## config.mk

```make
export PLATFORM = sky130hd
export DESIGN_NAME = fft_frame_serializer
export DESIGN_NICKNAME = d
export VERILOG_FILES = /design/src/rtl/fft_frame_serializer.sv
export SDC_FILE = /design/constraint.sdc
export NUM_CORES = 1
export LEC_CHECK = 0
export ABC_AREA = 1
export CAP_MARGIN = 5
export CORE_MARGIN = 2
export CORE_UTILIZATION = 30
export CTS_BUF_LIST = sky130_fd_sc_hd__clkbuf_4 sky130_fd_sc_hd__clkbuf_8
export CTS_CLUSTER_DIAMETER = 60
export CTS_CLUSTER_SIZE = 28
export DETAILED_ROUTE_END_ITERATION = 10
export DONT_BUFFER_PORTS = 1
export GPL_ROUTABILITY_DRIVEN = 0
export PLACE_DENSITY = 0.49
export SETUP_SLACK_MARGIN = 0.2
export SLEW_MARGIN = 15
export SYNTH_ARGS = -nofsm -noshare
export SYNTH_HDL_FRONTEND = slang
export SYNTH_SLANG_ARGS = --single-unit
```

## constraint.sdc

```tcl
create_clock -name clk -period 43.3 [get_ports clk]
set_clock_uncertainty 0.1 [all_clocks]
set_input_delay 6.495 -clock clk [delete_from_list [all_inputs] [get_ports clk]]
set_output_delay 6.495 -clock clk [all_outputs]
set_load 0.05 [all_outputs]
```

## src/rtl/fft_frame_serializer.sv

```systemverilog
// rtl/fft_frame_serializer.sv - captures 16-bin FFT frames and replays them bin-by-bin on a valid/ready stream
module fft_frame_serializer #(
  parameter int DW    = 32,
  parameter int DEPTH = 2,
  parameter int CNT_W = 8
) (
  input  logic             clk,
  input  logic             rst,
  input  logic             fft_valid,
  input  logic [DW-1:0]    fft_d0,
  input  logic [DW-1:0]    fft_d1,
  input  logic [DW-1:0]    fft_d2,
  input  logic [DW-1:0]    fft_d3,
  input  logic [DW-1:0]    fft_d4,
  input  logic [DW-1:0]    fft_d5,
  input  logic [DW-1:0]    fft_d6,
  input  logic [DW-1:0]    fft_d7,
  input  logic [DW-1:0]    fft_d8,
  input  logic [DW-1:0]    fft_d9,
  input  logic [DW-1:0]    fft_d10,
  input  logic [DW-1:0]    fft_d11,
  input  logic [DW-1:0]    fft_d12,
  input  logic [DW-1:0]    fft_d13,
  input  logic [DW-1:0]    fft_d14,
  input  logic [DW-1:0]    fft_d15,
  input  logic             out_ready,
  output logic             out_valid,
  output logic [DW-1:0]    out_data,
  output logic [3:0]       out_idx,
  output logic             out_last,
  output logic [CNT_W-1:0] out_frame,
  output logic [CNT_W-1:0] drop_cnt,
  output logic             overflow
);

  localparam int PW = (DEPTH > 1) ? $clog2(DEPTH) : 1;
  localparam int OW = $clog2(DEPTH + 1);
  localparam int AW = PW + 4;

  typedef enum logic {IDLE = 1'b0, SEND = 1'b1} state_t;

  state_t           state, state_nxt;
  logic [DW-1:0]    fin [16];
  logic [DW-1:0]    mem [0:2**AW-1];
  logic [CNT_W-1:0] tag_mem [0:2**PW-1];
  logic [PW-1:0]    wr_ptr, rd_ptr, rd_nxt;
  logic [OW-1:0]    occ, occ_pop, occ_nxt;
  logic [CNT_W-1:0] cap_tag;
  logic             beat, pop, accept;
  logic [3:0]       idx_nxt;
  logic [DW-1:0]    data_nxt;
  logic [CNT_W-1:0] frame_nxt;

  assign fin[0]  = fft_d0;
  assign fin[1]  = fft_d1;
  assign fin[2]  = fft_d2;
  assign fin[3]  = fft_d3;
  assign fin[4]  = fft_d4;
  assign fin[5]  = fft_d5;
  assign fin[6]  = fft_d6;
  assign fin[7]  = fft_d7;
  assign fin[8]  = fft_d8;
  assign fin[9]  = fft_d9;
  assign fin[10] = fft_d10;
  assign fin[11] = fft_d11;
  assign fin[12] = fft_d12;
  assign fin[13] = fft_d13;
  assign fin[14] = fft_d14;
  assign fin[15] = fft_d15;

  assign out_valid = (state == SEND);
  assign out_last  = out_valid && (out_idx == 4'd15);

  function automatic logic [PW-1:0] ptr_inc(input logic [PW-1:0] p);
    return (int'(p) == DEPTH - 1) ? '0 : p + 1'b1;
  endfunction

  // Occupancy bookkeeping: the final-bin pop frees its slot before this cycle's capture is judged
  always_comb begin
    beat    = (state == SEND) && out_ready;
    pop     = beat && (out_idx == 4'd15);
    occ_pop = occ - OW'(pop);
    accept  = fft_valid && (occ_pop < OW'(DEPTH));
    occ_nxt = occ_pop + OW'(accept);
    rd_nxt  = pop ? ptr_inc(rd_ptr) : rd_ptr;
  end

  // Output FSM; when the next frame is the one being captured right now, bin 0 bypasses the buffer
  always_comb begin
    state_nxt = state;
    idx_nxt   = out_idx;
    data_nxt  = out_data;
    frame_nxt = out_frame;
    if (state == IDLE || pop) begin
      idx_nxt = 4'd0;
      if (occ_pop != '0) begin
        state_nxt = SEND;
        data_nxt  = mem[{rd_nxt, 4'd0}];
        frame_nxt = tag_mem[rd_nxt];
      end else if (accept) begin
        state_nxt = SEND;
        data_nxt  = fin[0];
        frame_nxt = cap_tag;
      end else begin
        state_nxt = IDLE;
      end
    end else if (beat) begin
      idx_nxt  = out_idx + 4'd1;
      data_nxt = mem[{rd_ptr, out_idx + 4'd1}];
    end
  end

  // Control state, pointers, tag and drop accounting
  always_ff @(posedge clk or negedge rst) begin
    if (!rst) begin
      state     <= IDLE;
      out_idx   <= '0;
      out_data  <= '0;
      out_frame <= '0;
      wr_ptr    <= '0;
      rd_ptr    <= '0;
      occ       <= '0;
      cap_tag   <= '0;
      drop_cnt  <= '0;
      overflow  <= 1'b0;
    end else begin
      state     <= state_nxt;
      out_idx   <= idx_nxt;
      out_data  <= data_nxt;
      out_frame <= frame_nxt;
      rd_ptr    <= rd_nxt;
      occ       <= occ_nxt;
      if (accept) begin
        wr_ptr  <= ptr_inc(wr_ptr);
        cap_tag <= cap_tag + 1'b1;
      end else if (fft_valid) begin
        if (drop_cnt != '1) drop_cnt <= drop_cnt + 1'b1;
        overflow <= 1'b1;
      end
    end
  end

  // Frame storage: all 16 bins and the tag land in the slot at wr_ptr in one cycle
  always_ff @(posedge clk) begin
    if (accept) begin
      for (int b = 0; b < 16; b++) mem[{wr_ptr, 4'(b)}] <= fin[b];
      tag_mem[wr_ptr] <= cap_tag;
    end
  end

endmodule

```

==> results of run 1 <==
path summary, 6_finish.rpt:
| path | endpoint | depth (start not counted) | start |
|---|---|---|---|
| worst min-delay path | tag_mem[1][6]$_DFFE_PP_ | 0 | cap_tag[6]$_DFFE_PN0P_ |
| max in group asynchronous | out_idx[0]$_DFFE_PN0P_ | 0 | rst |
| worst min register to register | tag_mem[1][6]$_DFFE_PP_ | 0 | cap_tag[6]$_DFFE_PN0P_ |
| worst max-delay path | mem[26][16]$_DFFE_PP_ | 10 | out_ready |
| worst max register to register | mem[26][16]$_DFFE_PP_ | 11 | out_idx[0]$_DFFE_PN0P_ |
| min in group asynchronous | drop_cnt[7]$_DFFE_PN0P_ | 0 | rst |
worst max-delay path: stages:
cell and delay [ps]:
nand2_1 190, nor2_8 90, ha_1 220, xnor2_2 300, nand2_2 230, nor2_4 770, buf_4 660, buf_4 830
buf_4 740, buf_4 830
routing by layer:
metal	part of all wire	up-vias	GRT usage
met2	0.47	793	0.317
met3	0.12	218	0.0994
met4	0.017	70	0.0431
met5	0.0035	-	0
li1	-	13500	-
met1	0.39	14100	0.228
flip-flops by register name (all words and copies together) (netlist names):
register   cells
rd_ptr         1
overflow       1
out_idx        4
out_valid      1
occ            2
drop_cnt       8
mem         1024
cap_tag        8
tag_mem       16
out_frame      8
wr_ptr         1
out_data      32
power by group through the flow:
stage / clock (mW) / sequential, mW / combinational (mW)
final: 0.746 / 1.36 / 1.45
after CTS: 0.768 / 1.36 / 1.50
after global placement: 0 / 1.39 / 1.49
after global routing: 0.806 / 1.37 / 1.59
after detailed placement: 0 / 1.39 / 1.50
after floorplan: 0 / 1.35 / 0.888
area by class of cell:
class                   count  area, um2  area share
flip-flops and latches   1106      32900       0.664
well taps                2016       2520      0.0509
clock buffers             109       1490      0.0300
clock inverters            89       1040      0.0211
inverters                  52        219     0.00442
multi-input cells        2488      11000       0.221
repair buffers             37        340     0.00687
diodes                     31       77.6     0.00157
cell families (layout without fill, tap and decap cells):
family	count (synthesis)	in the layout	synth area share
AOI/OAI and AO/OA	126	126	0.0145
xor gates and xnor gates	18	18	0.00364
adders and majority gates	4	4	0.00110
buffers and inverters	300	287	0.0356
DFF	1106	1106	0.724
muxes	3	3	0.000744
other	0	31	0
and+or+nand+nor	2337	2337	0.220
layout by cell type, fill, tap and decap left out, types with 5 or more instances in the layout:
| cell type | instances |
|---|---|
| clkinv_8 | 12 |
| xor2_1 | 12 |
| o21ai_0 | 37 |
| buf_12 | 5 |
| dfrtp_1 | 64 |
| edfxtp_1 | 1040 |
| clkinv_1 | 6 |
| nor2_1 | 46 |
| nand2_1 | 1358 |
| clkinv_2 | 8 |
| buf_4 | 32 |
| o211ai_1 | 6 |
| inv_8 | 15 |
| clkinv_4 | 10 |
| inv_6 | 15 |
| a21oi_1 | 78 |
| inv_12 | 6 |
| nand3_1 | 908 |
| clkinvlp_4 | 12 |
| or2_1 | 5 |
| clkbuf_8 | 107 |
| bufinv_16 | 7 |
| diode_2 | 31 |
| inv_1 | 46 |
per-stage QoR:
stage                     cells  setup slack [ps]  area (um2)  utilization  total power, mW
after detailed placement   5699             31160       46900        0.313             2.88
after CTS                  5897             32150       49500        0.330             3.63
final                      5928             32180       49600        0.330             3.56
after global routing       5910             31860       49500        0.330             3.77
after floorplan            3894             12900       45400            -             2.24
after global placement     5699             31220       46900        0.313             2.88
cell usage after synthesis (4+ instances only):
cell type | n | area share
dfrtp_1 | 66 | 0.036
xor2_1 | 13 | 0.0025
nand2_1 | 1362 | 0.11
buf_1 | 12 | 0.00099
clkbuf_1 | 38 | 0.0031
or2_1 | 5 | 0.00069
o211ai_1 | 6 | 0.00099
nand3_1 | 908 | 0.10
a21oi_1 | 78 | 0.0086
nor2_1 | 48 | 0.0040
o21ai_0 | 37 | 0.0041
ha_1 | 4 | 0.0011
buf_4 | 86 | 0.014
xnor2_1 | 4 | 0.00077
buf_2 | 109 | 0.012
inv_1 | 47 | 0.0039
edfxtp_1 | 1040 | 0.69
==> run_results.csv, run 1 <==
group,metric,value,unit
outcome,status,"finished clean",
drt,drc_errors,0,
synthesis,async_reset_ff_frac,0.0597,
power,power_switching,1.70,mW
power,pwr-share-comb,0.408,
floorplanning,top_level_ports,571,
setup_path,crit_type,"in2reg",
timing,report.final.slew_viol_count,0,
cells_and_area,drive_gt1_frac,0.0667,
clock_tree,root_buffer,"clkbuf_8",
power,cellLeakagePower,17.6,nW
cells_and_area,nets,4311,
setup_path,reg2reg_slack,36760,ps
clock_tree,cts_sinks,1106,
clock_tree,h-tree-depth,3,
drt,dr.pass1.iters,5,
clock_tree,insertion_delay,890,ps
placed_design,dp_hpwl,108000,um
setup_path,end_kind,"flip-flop",
drt,vias,28700,
drt,drtIter0Drc,1946,
floorplanning,die_area,154000,um2
timing,fin_crit,11120,ps
power,power_frac_seq,0.383,
power,p_clk_frac,0.210,
cells_and_area,areaGrowthSynthToFinish,9.14,%
global_routing,grt_antenna_before_repair,60,
power,switching_share,0.479,
timing,fmax,89.9,MHz
clock_tree,cts_setup_buffers,0,
setup_path,arrival,11530,ps
floorplanning,core-area,150000,um2
timing,hold_viol,0,
timing,relSlewSlack,0.209,
drt,antenna_left,0,
hold_path,min_path_type,"reg2reg",
global_routing,grt_pass1_vias,27900,
floorplanning,std_cell_rows,142,
floorplanning,initial_core_util,0.302,
clock_tree,path_clk_slew,100,ps
run,maxCapViolations,0,
drt,detail_route.wl_per_cell,25.9,um
clock_tree,clock_path_buffers,3,
global_routing,grt_pass1_wl,211000,um
setup_path,critPathMaxFanout,67,
synthesis,yosysUniqueCellTypes,36,
synthesis,synth_nets,4414,
power,power_density,71.8,nW/um2
setup_path,startpoint_type,"primary input",
synthesis,ys.flop_type,"edfxtp_1",
clock_tree,cts_tree,"done",
setup_path,cp.required,43710,ps
timing,worst_pin_slew,1180,ps
timing,rsz0062_at_grt,"no",
synthesis,synth-seq-cells,1106,
power,p_int,1.85,mW
cells_and_area,nFillCells,15100,
clock_tree,holdBufCountCts,0,
synthesis,netlist_area,45400,um2
timing,setup_violations,0,
synthesis,syn_avg_cell_area,11.7,um2
power,peakVddDrop,67.4,uV
synthesis,synth-seq-area-share,0.724,
clock_tree,cts-buffers-inserted,106,
synthesis,synth-edff-count,1040,
global_routing,grt_usage,0.195,
global_routing,grt_max_degree,179,
timing,post-route-period-util,0.257,
global_routing,overflow,0,
synthesis,ys_warn_count,0,
clock_tree,cts-resized-gates,0,
timing,whs,430,ps
timing,tns,0,ps
drt,viasPerCell,4.83,
drt,routed_wl,153000,um
placed_design,portBuffers,0,
floorplanning,dieHeight,393,um
floorplanning,fp.dieW,393,um
synthesis,synthCells,3894,
(Power assumes the default switching activity.)
==> run 2, diff against run 1 <==
Settings changed: PLACE_DENSITY 0.49 to 0.5.
Clock period 43.3 ns to 10 ns, I/O delays scaled along.
==> run_results.csv, run 2 (synthesized netlist as in run 1, its figures left out) <==
group,metric,value,unit
setup_path,r2r_start,"out_idx[0]$_DFFE_PN0P_",
drt,drtIter0Drc,2268,
timing,setup_violations,0,
placed_design,preCtsSetupSlack,5020,ps
cells_and_area,fin_cells,5923,
timing,worst_pin_slew,1210,ps
floorplanning,std_cell_rows,142,
cells_and_area,layout_common_cells,"nand2_1 (1357), edfxtp_1 (1040), nand3_1 (908)",
timing,post-route-period-util,0.479,
power,p_clk_frac,0.213,
setup_path,worstRegToRegCells,12,
power,cellLeakagePower,17.7,nW
cells_and_area,nets,4305,
drt,routed_wl,153000,um
timing,rsz0062_at_grt,"no",
timing,hold_viol,0,
floorplanning,core-area,150000,um2
global_routing,grt_usage,0.194,
floorplanning,dieHeight,393,um
timing,fmax,209,MHz
global_routing,overflow,0,
run,maxCapViolations,0,
drt,detail_route.wl_per_cell,25.8,um
clock_tree,clock_path_buffers,3,
clock_tree,path_clk_slew,100,ps
timing,relSlewSlack,0.194,
floorplanning,initial_core_util,0.302,
drt,antenna_left,0,
drt,viasPerCell,4.83,
setup_path,reg2reg_to,"out_data[6]$_DFFE_PN0P_",
floorplanning,die_area,154000,um2
cells_and_area,largest-register,"mem",
timing,fin_ws,5210,ps
setup_path,startpoint_type,"flip-flop",
power,power_switching,7.36,mW
drt,vias,28600,
hold_path,min_path_type,"in2async",
clock_tree,h-tree-depth,3,
power,pwr-share-comb,0.405,
drt,dr.pass1.iters,6,
timing,report.final.slew_viol_count,0,
clock_tree,cts-resized-gates,0,
cells_and_area,biggestRegsByFlops,"mem: 1024 flops, out_data: 32 flops, tag_mem: 16 flops",
global_routing,grt_pass1_wl,210000,um
placed_design,dp_hpwl,106000,um
global_routing,grt_pass1_vias,28300,
setup_path,critPathMaxFanout,74,
clock_tree,holdBufCountCts,0,
setup_path,end_kind,"flip-flop",
setup_path,cp.required,10690,ps
cells_and_area,nFillCells,15100,
cells_and_area,final_common_cell,"nand2_1",
setup_path,crit_type,"reg2reg",
clock_tree,root_buffer,"clkbuf_8",
clock_tree,cts-buffers-inserted,103,
power,switching_share,0.477,
cells_and_area,areaGrowthSynthToFinish,9.41,%
clock_tree,cts_tree,"done",
power,peakVddDrop,300,uV
setup_path,setup.worst_path.end,"out_data[6]$_DFFE_PN0P_",
clock_tree,cts_sinks,1106,
outcome,status,"finished clean",
cells_and_area,drive_gt1_frac,0.0660,
global_routing,grt_antenna_before_repair,68,
global_routing,grt_max_degree,178,
setup_path,critPathLaunch,"out_idx[0]$_DFFE_PN0P_",
placed_design,portBuffers,0,
floorplanning,top_level_ports,571,
drt,drc_errors,0,
floorplanning,fp.dieW,393,um
setup_path,arrival,5480,ps
power,p_int,8.09,mW
placed_design,dp_cells,5696,
power,power_frac_seq,0.382,
setup_path,reg2reg_slack,5210,ps
timing,fin_crit,4790,ps
clock_tree,cts_setup_buffers,0,
clock_tree,insertion_delay,920,ps
cells_and_area,largest_reg_flops,1024,
power,power_density,311,nW/um2
power,finalPower,15.4,mW
## run 2: how the worst min path moves through the flow
stage	from	end	cells past startpoint
final	rst	out_frame[3]$_DFFE_PN0P_	0
after global routing	rst	out_idx[2]$_DFFE_PN0P_	0
after CTS	rst	out_data[24]$_DFFE_PN0P_	0
after detailed placement	cap_tag[6]$_DFFE_PN0P_	tag_mem[0][6]$_DFFE_PP_	0
after global placement	cap_tag[6]$_DFFE_PN0P_	tag_mem[0][6]$_DFFE_PP_	0
after floorplan	cap_tag[6]$_DFFE_PN0P_	tag_mem[0][6]$_DFFE_PP_	0
## run 2: power groups by stage
stage | clock network [mW] | registers (mW) | logic, mW
floorplan | 0 | 5.80 | 3.85
global route | 3.55 | 5.94 | 6.86
detailed placement | 0 | 6.01 | 6.45
global placement | 0 | 6.01 | 6.43
finish | 3.28 | 5.91 | 6.26
CTS | 3.39 | 5.90 | 6.46
## run 2: area by class of cell
type                            count  area [um2]  area share
Antenna cell                       31        77.6     0.00156
Clock buffer                      107        1450      0.0291
Clock inverter                     89        1140      0.0230
Inverter                           52         219     0.00441
Multi-Input combinational cell   2488       11000       0.222
Sequential cell                  1106       32900       0.662
Tap cell                         2016        2520      0.0508
Timing Repair Buffer               34         355     0.00715
## run 2: metrics by stage
step                hold WS, ps  setup TNS [ps]  area [um2]   util
finish                      193               0       49700  0.331
global route                107               0       49600  0.331
CTS                        61.9               0       49600  0.330
detailed placement          376               0       47000  0.313
global placement            368               0       47000  0.313
floorplan                   342         -439060       45500      -
## run 2: layer usage
layer / global-route usage / vias up / part of all wire
met2: 0.313 / 827 / 0.47
met5: 0 / - / 0.0037
met4: 0.0526 / 82 / 0.021
li1: - / 13400 / -
met3: 0.109 / 236 / 0.13
met1: 0.219 / 14000 / 0.37
## run 2: critical path: stages, from the launching register on
cell	delay [ps]
dfrtp_4	970
ha_4	260
nand3_4	120
nor2_8	240
ha_4	180
xnor2_4	150
nand2_4	480
o21ai_2	660
nand2_2	140
nand2_4	400
clkinv_2	580
nor2_1	250
a21oi_1	60
